`src/rtl/solver_pkg.sv`:
```
// Shared types and default widths for the solver lane scheduler.
package solver_pkg;

  typedef enum logic [1:0] {
    IDLE = 2'd0,
    RUN  = 2'd1,
    DONE = 2'd2
  } sched_state_e;

  localparam int unsigned SEED_W = 8;
  localparam int unsigned CNT_W  = 12;
  localparam int unsigned TOT_W  = 12;

endpackage

```
`src/rtl/solver_lane_scheduler_rr_arbiter.sv`:
```
// Round-robin arbiter: one-hot grant starting the search at ptr; ptr moves past the grantee.
module rr_arbiter #(
  parameter int unsigned N = 4
) (
  input  logic         clk,
  input  logic         rst,
  input  logic [N-1:0] req,
  output logic [N-1:0] grant
);

  localparam int unsigned PW = (N > 1) ? $clog2(N) : 1;

  logic [PW-1:0] ptr;
  logic [PW-1:0] gidx;
  logic          found;

  always_comb begin
    int unsigned idx;
    grant = '0;
    gidx  = '0;
    found = 1'b0;
    idx   = 0;
    for (int unsigned off = 0; off < N; off++) begin
      idx = (32'(ptr) + off) % N;
      if (!found && req[idx]) begin
        grant[idx] = 1'b1;
        gidx       = PW'(idx);
        found      = 1'b1;
      end
    end
  end

  always_ff @(posedge clk) begin
    if (rst) begin
      ptr <= '0;
    end else if (found) begin
      ptr <= PW'((32'(gidx) + 32'd1) % N);
    end
  end

endmodule

```
`src/rtl/solver_lane_scheduler.sv`:
```
// Dispatches one seed job per cycle to idle lanes and accumulates lane results (saturating).
// Optional perf_cycles port/counter enabled by defining SOLVER_PERF_EN.
module solver_lane_scheduler #(
  parameter int unsigned NUM_LANES = 4,
  parameter int unsigned SEED_W    = solver_pkg::SEED_W,
  parameter int unsigned CNT_W     = solver_pkg::CNT_W,
  parameter int unsigned TOT_W     = solver_pkg::TOT_W
) (
  input  logic                        clk,
  input  logic                        rst,
  input  logic                        run,
  input  logic [SEED_W-1:0]           num_seeds,
  output logic [NUM_LANES-1:0]        lane_start,
  output logic [NUM_LANES*SEED_W-1:0] lane_seed,
  input  logic [NUM_LANES-1:0]        lane_done,
  input  logic [NUM_LANES*CNT_W-1:0]  lane_count,
  output logic [NUM_LANES-1:0]        lane_ack,
  output logic [TOT_W-1:0]            total_found,
  output logic                        solver_done
`ifdef SOLVER_PERF_EN
  ,
  output logic [31:0]                 perf_cycles
`endif
);

  import solver_pkg::*;

  localparam int unsigned SUM_W = ((TOT_W > CNT_W) ? TOT_W : CNT_W) + 1;

  sched_state_e          state;
  logic [SEED_W-1:0]     seeds_q;
  logic [SEED_W-1:0]     next_seed;
  logic [NUM_LANES-1:0]  busy;
  logic [NUM_LANES-1:0]  disp_req;
  logic [NUM_LANES-1:0]  disp_grant;
  logic [NUM_LANES-1:0]  coll_req;
  logic [NUM_LANES-1:0]  coll_grant;
  logic [TOT_W-1:0]      total;
  logic [CNT_W-1:0]      ack_count;
  logic [SUM_W-1:0]      sum;
  logic [TOT_W-1:0]      total_sat;
  logic                  running;
  logic                  more_seeds;
  logic                  accept;
  logic                  finish;

  assign running    = (state == RUN);
  assign more_seeds = (next_seed < seeds_q);
  assign accept     = run && (state != RUN);
  assign disp_req   = (running && more_seeds) ? ~busy : '0;
  assign coll_req   = running ? (lane_done & busy) : '0;
  // Finish looks at busy after this cycle's ack so solver_done rises right after the last ack.
  assign finish     = running && !more_seeds && ((busy & ~coll_grant) == '0);

  rr_arbiter #(.N(NUM_LANES)) u_dispatch (
    .clk   (clk),
    .rst   (rst),
    .req   (disp_req),
    .grant (disp_grant)
  );

  rr_arbiter #(.N(NUM_LANES)) u_collect (
    .clk   (clk),
    .rst   (rst),
    .req   (coll_req),
    .grant (coll_grant)
  );

  always_comb begin
    ack_count = '0;
    for (int unsigned i = 0; i < NUM_LANES; i++) begin
      if (coll_grant[i]) ack_count = lane_count[i*CNT_W +: CNT_W];
    end
  end

  assign sum       = SUM_W'(total) + SUM_W'(ack_count);
  assign total_sat = (sum > SUM_W'({TOT_W{1'b1}})) ? '1 : sum[TOT_W-1:0];

  assign lane_start  = disp_grant;
  assign lane_seed   = {NUM_LANES{next_seed}};
  assign lane_ack    = coll_grant;
  assign total_found = total;
  assign solver_done = (state == DONE);

  always_ff @(posedge clk) begin
    if (rst) begin
      state     <= IDLE;
      seeds_q   <= '0;
      next_seed <= '0;
      busy      <= '0;
      total     <= '0;
    end else if (accept) begin
      state     <= RUN;
      seeds_q   <= num_seeds;
      next_seed <= '0;
      busy      <= '0;
      total     <= '0;
    end else if (running) begin
      if (|disp_grant) next_seed <= next_seed + SEED_W'(1);
      if (|coll_grant) total <= total_sat;
      busy <= (busy | disp_grant) & ~coll_grant;
      if (finish) state <= DONE;
    end
  end

`ifdef SOLVER_PERF_EN
  always_ff @(posedge clk) begin
    if (rst) begin
      perf_cycles <= '0;
    end else if (accept) begin
      perf_cycles <= '0;
    end else if (running) begin
      perf_cycles <= perf_cycles + 32'd1;
    end
  end
`endif

endmodule

```
`config.mk`:
```
export PLATFORM = sky130hd
export DESIGN_NAME = solver_lane_scheduler
export DESIGN_NICKNAME = d
export VERILOG_FILES = /design/src/rtl/solver_pkg.sv /design/src/rtl/solver_lane_scheduler_rr_arbiter.sv /design/src/rtl/solver_lane_scheduler.sv
export SDC_FILE = /design/constraint.sdc
export NUM_CORES = 1
export LEC_CHECK = 0
export ABC_AREA = 1
export ABC_CLOCK_PERIOD_IN_PS = 7700
export BUFFER_PORTS_ARGS = -buffer_cell sky130_fd_sc_hd__buf_2
export CAP_MARGIN = 0
export CORE_ASPECT_RATIO = 0.6
export CORE_UTILIZATION = 45
export CTS_BUF_LIST = sky130_fd_sc_hd__clkbuf_8
export CTS_CLUSTER_DIAMETER = 40
export DETAILED_ROUTE_END_ITERATION = 10
export PLACE_DENSITY = 0.7
export SLEW_MARGIN = 25
export SYNTH_ARGS = -nofsm -noshare
export SYNTH_HDL_FRONTEND = slang
export SYNTH_HIERARCHICAL = 1
export SYNTH_SLANG_ARGS = --single-unit
```
`constraint.sdc`:
```
create_clock -name clk -period 7.7 [get_ports clk]
set_clock_uncertainty 0.15 [all_clocks]
set_input_delay 1.54 -clock clk [delete_from_list [all_inputs] [get_ports clk]]
set_output_delay 1.54 -clock clk [all_outputs]
set_load 0.05 [all_outputs]
```
==> results of run 1 <==
through the flow:
stage	std cells	worst slack [ns]	cell area (um2)	hold WS (ns)	utilization, %
2_1_floorplan	634	2.217	4184	0.2930	-
3_3_place_gp	822	2.238	4614	0.3040	52.73
3_5_place_dp	822	1.912	4614	0.3122	52.73
4_1_cts	830	2.236	4710	0.3259	53.82
5_1_grt	830	1.708	4710	0.3535	53.82
6_report	830	2.163	4710	0.3229	53.82
worst min-delay path, stage by stage (launching register included):
cell and delay [ns]:
dfxtp_1 0.31, inv_1 0.06, a211oi_1 0.06
cells in the mapped netlist, drive strengths merged (2+ instances only):
master   instances  area [um2]
a21o             2       15.01
nand2          178       813.3
nor2            69       286.5
inv             86       342.8
a221oi           4       53.80
a22oi            7       52.55
dfxtp           38       760.7
a31oi            7       58.81
ha              34       425.4
nand4           11       81.32
nor3             7       55.05
a21oi           45       229.0
buf             34       270.3
xor2             2       17.52
o221ai           2       17.52
o2111ai          2       17.52
clkbuf           6       22.52
o21ai           23       118.9
o21bai           2       15.01
a211oi           9       77.57
xnor2            3       26.28
nand3           56       360.4
state kept, by name, indices dropped and copies added (netlist names):
| name | flops |
|---|---|
| next_seed | 8 |
| seeds_q | 8 |
| total_found | 12 |
| busy | 4 |
| state | 2 |
| u_dispatch/ptr | 2 |
| u_collect/ptr | 2 |
path summary, 6_finish.rpt:
path         cells after the start             start  slack, ns        endpoint
max                             29      lane_done[3]       2.16  total_found[7]
max reg2reg                     26  u_collect/ptr[0]       2.69  total_found[7]
min reg2reg                      2        seeds_q[3]       0.32      seeds_q[3]
min                              2        seeds_q[3]       0.32      seeds_q[3]
placed cells by master, fill, tap and decap left out, types with 2 or more instances in the layout:
cell type,Yosys,final
a211oi_2,2,2
nand3_2,11,11
inv_1,69,69
nor2_1,64,64
nand3_1,43,43
a21o_1,2,2
o2111ai_1,2,2
a21oi_1,44,44
nand4_2,2,2
nor2_2,2,2
inv_6,4,4
nand2_8,2,2
a22oi_1,7,7
xor2_1,2,2
a211oi_1,7,7
clkbuf_8,0,6
o21ai_0,17,17
nand2_2,15,15
o21ai_1,5,5
nand2_4,10,10
dfxtp_1,38,38
nand2_1,151,151
ha_1,34,34
a221oi_2,3,3
nand3_4,2,2
nor2_4,3,3
clkinv_2,1,2
o21bai_1,2,2
nand4_1,9,9
o221ai_1,2,2
nor3_2,4,4
a31oi_1,6,6
buf_2,3,115
nor3_1,3,3
inv_2,13,13
xnor2_1,3,3
per-layer routing:
layer  GRT usage, %  share of wire (%)  vias up
met5              0                  0        -
met4          6.867                1.9        0
met3          4.117                8.1       19
met2          37.46                 41      193
met1          36.70                 49     1906
li1               -                  -     2216
cell type report:
class	count	area (um2)	share of cell area, %
clock buffers	6	82.58	1.753
clock inverters	2	12.51	0.2657
inverters	87	347.8	7.386
multi-input cells	469	2783	59.09
flip-flops and latches	38	760.7	16.15
well taps	112	140.1	2.976
repair buffers	116	583.1	12.38
power by group through the flow:
| stage | logic [uW] | clock network [uW] | registers (uW) |
|---|---|---|---|
| after floorplan | 923 | 0 | 296 |
| after global placement | 1160 | 0 | 272 |
| after detailed placement | 1170 | 0 | 274 |
| after CTS | 1180 | 162 | 270 |
| after global routing | 1320 | 171 | 275 |
| final | 1190 | 158 | 270 |
kinds of logic after synthesis:
kind of cell               count (synthesis)  share of synthesized area (%)
adders and majority gates                 35                          10.65
AOI/OAI and AO/OA                        106                          16.18
DFF                                       38                          18.18
xor gates and xnor gates                   5                          1.047
buffers and inverters                    127                          15.31
and+or+nand+nor                          323                          38.64
==> qor.yml, run 1 <==
outcome: "finished, final reports clean"
io_buffer_count: 115
root_buffer: "clkbuf_8"
cts_num_sinks: 38
clock.fmax_ghz: 0.1806
row_count: 26
cts_max_path_buffers: 2
diodes: 0
timing_worst_setup_path_type: "in -> reg"
ys_async_sr_fraction_pct: 0
post_cts.resized_instances: 0
power.share.clock_pct: 9.8
worst-path-buf-inv: 9
postSynthCellCount: 634
cts_tree: "done"
area_of_the_die_um2: 9700
min-delay-path-class: "reg -> reg"
worstPathArrival_ns: 5.65
final_period_minus_worst_setup_slack_ns: 5.537
report.final.slew_viol_count: 0
avgRoutedWirePerCell_um: 14.36
mappedNetlistArea_um2: 4184
hold_viol: 0
route.detailed.vias_per_inst: 5.222
synthesized_nets: 732
grt_ovf: 0
setup.worst_path.start_class: "input pin"
dpl.hpwl_mm: 9.590
cts_inserted_buffers: 5
critPathTopFamily: "simple AND/OR/NAND/NOR gates"
timing.final.setup_violations: 0
layout-drive-gt1-share_pct: 28.13
first_pass_grt_wire_length_mm: 19.18
first_pass_iters: 5
synthDistinctLibCells: 48
floorplan.initialDensity_pct: 47.81
total_leakage_power_uw: 0.002450
floorplan.die.height_um: 76.69
hold_buffers: 0
area_growth_pct: 12.56
sw_frac_of_total_pct: 58.96
num-nets-final: 815
vdd_ir_drop_max_v: 0.0003120
synth_edf_count: 0
drc: 0
grt_start_max_net_pins: 25
floorplan.io_pins: 116
globalplace.congestion: 0.9738
postSynthAreaPerCell_um2: 6.599
period_utilization_post_route_pct: 71.91
worstMarginPinSlew_ns: 0.7047
yosys_warnings: 6
crit_fanout: 17
totalWireLength_mm: 11.92
rsz0062_at_grt: "no"
ys_ff_latch: 38
vias: 4334
grt_antenna_before_repair: 0
cp_data_required_time_ns: 7.81
cp_max_delay_cell: "inv_1"
final_antenna_net_count: 0
worst_setup_path_end_kind: "register"
dieWidth_um: 126.5
internal_power_uw: 664.6
grt_util_all_layers_pct: 25.07
maxCapViolCount: 0
core_region_area_um2: 8751
dr.first_iter.drc_count: 315
fin_total_pwr_uw: 1620
seq_area_frac_synth_pct: 18.18
cts_setup_buffers: 0
clkSlewWorstSetupHoldPaths_ns: 0.09
net-switching-power_uw: 954.9
seq_power_share_pct: 16.7
timing.slew.headroom_pct: 52.89
fill_cells: 877
totalNegativeSetupSlack_ns: 0
power_frac_comb_pct: 73.6
cts_max_level: 2
power.density_nw_per_um2: 343.9
postSynth.topFlopCell: "dfxtp_1"
number_of_global_route_vias_before_repair: 3901
worst_skew_pair_later_pin_latency_ns: 0.31
critPathMaxStageDelay_ns: 0.53
Power figures use the tool's default switching activity.
==> run 2: changes to the inputs <==
Settings changed: ABC_AREA 1 to 0, ABC_CLOCK_PERIOD_IN_PS 7700 to 5300, PLACE_DENSITY 0.7 to 0.71.
Clock period 7.7 ns to 5.3 ns, I/O delays scaled along.
==> run 2 against run 1 <==
  * Synthesized cell count fell by 26%
  * Combinational power shrank 54%
  * Worst setup slack got worse by 2.0 ns
  * Critical endpoint is now total_found[10]
  * Largest cell class unchanged
  * Largest power group unchanged
  * Highest routed layer unchanged
==> qor.yml, run 2 <==
outcome: "finished, final reports clean"
vias: 3814
row_count: 25
critPathLaunch: "lane_done[3]"
synthMostInstantiatedCell: "nand2_1"
total_leakage_power_uw: 0.002099
layout-drive-gt1-share_pct: 33.04
crit_fanout: 10
fill_cells: 750
vdd_ir_drop_max_v: 0.0001360
cp_data_required_time_ns: 5.38
timing_worst_setup_path_type: "in -> reg"
min_to: "seeds_q[5]"
dr.first_iter.drc_count: 202
worstRegToRegCells: 22
rsz0062_at_grt: "no"
grt_start_max_net_pins: 23
power.density_nw_per_um2: 255.6
commonest_cells_post_synth: "nand2_1, a21oi_1, dfxtp_1"
min-delay-path-class: "reg -> reg"
globalplace.congestion: 0.9090
final_antenna_net_count: 0
worst_setup_path_end_kind: "register"
hold_buffers: 0
diodes: 0
timing.final.setup_violations: 0
worstMarginPinSlew_ns: 0.6166
cts_max_path_buffers: 2
critical_path.reg2reg.startpoint: "state[0]"
seq_area_frac_synth_pct: 19.98
postSynth.topFlopCell: "dfxtp_1"
first_pass_iters: 4
first_pass_grt_wire_length_mm: 16.70
floorplan.initialDensity_pct: 47.36
min_from: "seeds_q[5]"
worstPathArrival_ns: 5.20
mappedNetlistArea_um2: 3807
area_growth_pct: 18.34
grt_util_all_layers_pct: 23.75
drc: 0
dpl_worst_slack_ns: -0.2154
io_buffer_count: 115
timing.slew.headroom_pct: 58.84
maxCapViolCount: 0
route.detailed.vias_per_inst: 5.659
area_of_the_die_um2: 8845
reg2reg_slack_ns: 0.31
synth_area_leader_cell: "dfxtp_1"
avgRoutedWirePerCell_um: 15.36
totalWireLength_mm: 10.35
hold_viol: 0
core_region_area_um2: 8039
cts_num_sinks: 38
critPathMaxStageDelay_ns: 0.47
cp_max_delay_cell: "mux4_2"
crit_chain: "buf_2, and3_1, mux4_2, and2b_2, a22oi_1, nor2_1, a221o_4, nor2b_4, a22oi_1, nor2_1, a21oi_1, o21ai_1, ha_2, inv_1, fa_2, nand3b_1, a211oi_2, nor3_2, buf_4, mux2_1, a31oi_1"
post-synth-top-area-fraction_pct: 19.98
synth_edf_count: 0
placed_cells_incl_taps: 667
grt_antenna_before_repair: 0
mostFrequentLayoutCells: "buf_2, nand2_1, a21oi_1, dfxtp_1"
rr_endpoint: "total_found[10]"
synthDistinctLibCells: 69
worst_skew_pair_later_pin_latency_ns: 0.30
clock.fmax_ghz: 0.1952
layoutNonFillerInstCount: 674
placement.cell_area_um2: 4387
cts_inserted_buffers: 5
report.final.slew_viol_count: 0
clkSlewWorstSetupHoldPaths_ns: 0.09
postSynthCellCount: 472
ys_async_sr_fraction_pct: 0
postSynthAreaPerCell_um2: 8.067
cts_max_level: 2
final_period_minus_worst_setup_slack_ns: 5.122
grt_ovf: 0
period_utilization_post_route_pct: 96.64
hold-path-cell-count: 2
floorplan.die.height_um: 73.25
synth.top_cells.by_area: "dfxtp_1, ha_1, a21oi_1"
hold-worst-slack_ns: 0.3100
number_of_global_route_vias_before_repair: 3400
num-nets-final: 664
floorplan.io_pins: 116
yosys_warnings: 6
largest_register_ffs: 12
setup.worst_path.start_class: "input pin"
dpl.hpwl_mm: 8.075
dieWidth_um: 120.8
synthesized_nets: 570
root_buffer: "clkbuf_8"
layout.cells.most_common: "buf_2"
ys_ff_latch: 38
final_critical_path_setup_slack_ns: 0.1779
cts_tree: "done"
layout.cell_area.non_filler_um2: 4506
postLayoutCoreUtil_pct: 56.05
[run 2: changes by cell type after synthesis, sizes merged, moves of 12 or more]
cell   before  now
a22oi       7   19
nand2     178   46
inv        86   24
nor2       69   33
nand3      56    5
[run 2: worst max path at each step]
stage	slack, ns	to
6_report	0.18	total_found[10]
5_1_grt	0.0006	total_found[10]
4_1_cts	0.09	total_found[0]
3_5_place_dp	-0.22	total_found[0]
3_3_place_gp	-0.03	total_found[0]
2_1_floorplan	0.01	total_found[1]
[run 2: layout make-up]
class | count | area [um2] | share of cell area [%]
clock buffers | 6 | 82.58 | 1.833
multi-input cells | 358 | 2651 | 58.84
clock inverters | 1 | 30.03 | 0.6665
flip-flops and latches | 38 | 760.7 | 16.88
well taps | 108 | 135.1 | 2.999
repair buffers | 139 | 755.7 | 16.77
inverters | 24 | 90.09 | 1.999
[run 2: where the power goes]
group / internal [uW] / switching [uW] / leakage (uW)
Clock: 151 / 108 / 0.0000573
Sequential: 305 / 41.5 / 0.000308
Combinational: 201 / 345 / 0.00173
[run 2: per-layer routing]
metal	vias up	global-route usage (%)	wire length [um]
li1	1894	-	-
met1	1776	33.78	5134
met2	133	38.38	4518
met3	11	3.571	605
met4	0	4.801	93
met5	-	0	0
[run 2: critical path: cells and delay by family]
kind                       cells  cell delay [ns]
AOI/OAI and AO/OA              7             1.28
and+or+nand+nor                7             1.21
muxes                          2             0.77
adders and majority gates      2             0.58
buffers and inverters          3             0.30
[run 2: what timing repair did]
action / 4_1_cts / 5_1_grt
gates resized for setup: 0 / 2
buffers inserted: 0 / 0
hold endpoints to repair: 0 / 0
endpoints found under the setup margin: 0 / 17
[run 2: cell families after synthesis]
| kind of cell | synth area share (%) |
|---|---|
| buffers and inverters | 11.27 |
| muxes | 5.488 |
| and+or+nand+nor | 20.28 |
| DFF | 19.98 |
| xor gates and xnor gates | 3.680 |
| adders and majority gates | 11.70 |
| AOI/OAI and AO/OA | 27.60 |
[run 2: metrics by stage]
| step | TNS [ns] | power, uW |
|---|---|---|
| finish | 0 | 1152 |
| global route | 0 | 1220 |
| CTS | 0 | 1150 |
| detailed placement | -1.947 | 890.7 |
| global placement | -0.1578 | 881.4 |
| floorplan | 0 | 785.9 |
==> run 3: changes to the inputs <==
Settings changed: CORE_ASPECT_RATIO 0.6 to 1.4.
==> run 3 against run 2 <==
  * Highest routed layer unchanged
  * Critical path depth fell by 10
  * Cell count fell by 1.2%
  * First-iteration DRC count decreased by 5.9%
  * Die area is essentially flat
  * Critical endpoint is now lane_start[3]
  * Hold slack got worse by 0.0033 ns
  * Sequential power hardly changed
  * Utilization down 1.1 points
==> qor.yml, run 3 (synthesis results as in run 2) <==
net-switching-power_uw: 492.0
critPathTopFamily: "compound AO/OA/AOI/OAI gates"
grt_util_all_layers_pct: 22.71
grt_ovf: 0
power_frac_comb_pct: 45.3
seq_power_share_pct: 29.3
sw_frac_of_total_pct: 41.46
report.final.slew_viol_count: 0
totalNegativeSetupSlack_ns: 0
rsz0062_at_grt: "no"
cts_max_level: 2
layout-drive-gt1-share_pct: 32.98
cp_data_required_time_ns: 4.09
hold-worst-slack_ns: 0.3067
hold_viol: 0
layout.cells.most_common: "buf_2"
area_growth_pct: 18.37
cts_inserted_buffers: 5
cp_max_delay_cell: "mux4_1"
io_buffer_count: 115
grt_antenna_before_repair: 0
critPathMaxStageDelay_ns: 0.69
internal_power_uw: 694.5
num-nets-final: 661
first_pass_iters: 4
first_pass_grt_wire_length_mm: 16.28
cts_tree: "done"
floorplan.die.height_um: 110.8
power.share.clock_pct: 25.4
worstMarginPinSlew_ns: 0.7662
final_antenna_net_count: 0
floorplan.io_pins: 116
worst_setup_path_end_kind: "output port"
worstPathArrival_ns: 3.76
clock.fmax_ghz: 0.2013
floorplan.initialDensity_pct: 46.44
crit_fanout: 13
power.density_nw_per_um2: 263.3
setup.worst_path.start_class: "register"
clkSlewWorstSetupHoldPaths_ns: 0.08
layoutNonFillerInstCount: 666
grt_start_max_net_pins: 21
outcome: "finished, final reports clean"
placed_cells_incl_taps: 658
cts_num_sinks: 38
core_region_area_um2: 8198
number_of_global_route_vias_before_repair: 3623
timing_worst_setup_path_type: "reg -> out"
worst-path-buf-inv: 2
diodes: 0
min-delay-path-class: "reg -> reg"
area_of_the_die_um2: 8838
period_utilization_post_route_pct: 93.72
cts_setup_buffers: 0
root_buffer: "clkbuf_8"
worst_skew_pair_later_pin_latency_ns: 0.29
final_period_minus_worst_setup_slack_ns: 4.967
hold_buffers: 0
vias: 3767
dpl.hpwl_mm: 7.835
crit_chain: "ha_1, a21o_1, a21oi_1, o21ai_2, a211oi_1, buf_4, mux4_1, nor3_1, and2_1, a221o_1, buf_2"
largest_register_ffs: 12
drc: 0
dr.first_iter.drc_count: 190
mostFrequentLayoutCells: "buf_2, nand2_1, a21oi_1, dfxtp_1"
maxCapViolCount: 0
row_count: 39
avgRoutedWirePerCell_um: 14.59
timing.slew.headroom_pct: 48.73
total_leakage_power_uw: 0.002098
cts_max_path_buffers: 2
dieWidth_um: 79.74
vdd_ir_drop_max_v: 0.0002812
globalplace.congestion: 0.9021
route.detailed.vias_per_inst: 5.656
timing.final.setup_violations: 0
totalWireLength_mm: 9.716
[run 3: worst register-to-register path: cells and delay by family, from the launching register on]
kind                     cells  cell delay, ns
adder cells (fa/ha/maj)      3            0.94
AO/OA/AOI/OAI                7            1.11
multiplexers                 1            0.59
flip-flops                   1            0.53
buffers and inverters        3            0.40
AND/OR/NAND/NOR              6            1.19
[run 3: path summary, 6_finish.rpt]
check | startpoint | end | slack (ns) | cells after the start
worst max-delay path | next_seed[1] | lane_start[3] | 0.33 | 11
worst min-delay path | seeds_q[5] | seeds_q[5] | 0.31 | 2
worst max register to register | u_collect/ptr[1] | total_found[1] | 0.37 | 20
worst min register to register | seeds_q[5] | seeds_q[5] | 0.31 | 2
[run 3: per-layer routing]
metal  global-route usage [%]  part of all wire [%]  wire [um]
met3                    3.045                   4.4        430
met2                    43.08                    54       5225
met4                    7.024                   1.9        189
met5                        0                     0          0
met1                    25.23                    40       3871
[run 3: cell type report]
class                           count  area [um2]
Inverter                           24       90.09
Tap cell                          102       127.6
Sequential cell                    38       760.7
Timing Repair Buffer              136       733.2
Clock buffer                        5       68.82
Fill cell                         784        3691
Multi-Input combinational cell    358        2658
Clock inverter                      3       68.82
[run 3: repair_timing]
item | in CTS | in global routing
setup endpoints to repair | 0 | 5
hold endpoints to repair | 0 | 0
gates resized for setup | 0 | 3
[run 3: power groups by stage]
stage / logic (uW) / clock network, uW / registers [uW]
2_1_floorplan: 446 / 0 / 340
3_3_place_gp: 516 / 0 / 352
3_5_place_dp: 533 / 0 / 354
4_1_cts: 533 / 306 / 347
5_1_grt: 584 / 315 / 353
6_report: 537 / 302 / 347
[run 3: stage by stage]
| step | total power [uW] | instance area, um2 | utilization (%) | setup slack (ns) |
|---|---|---|---|---|
| global route | 1253 | 4507 | 54.98 | 0.04053 |
| finish | 1187 | 4507 | 54.98 | 0.3327 |
| detailed placement | 887.0 | 4357 | 53.14 | 0.05494 |
| CTS | 1186 | 4494 | 54.82 | 0.2332 |
| floorplan | 785.9 | 3845 | - | 0.01415 |
| global placement | 868.4 | 4357 | 53.14 | 0.1263 |
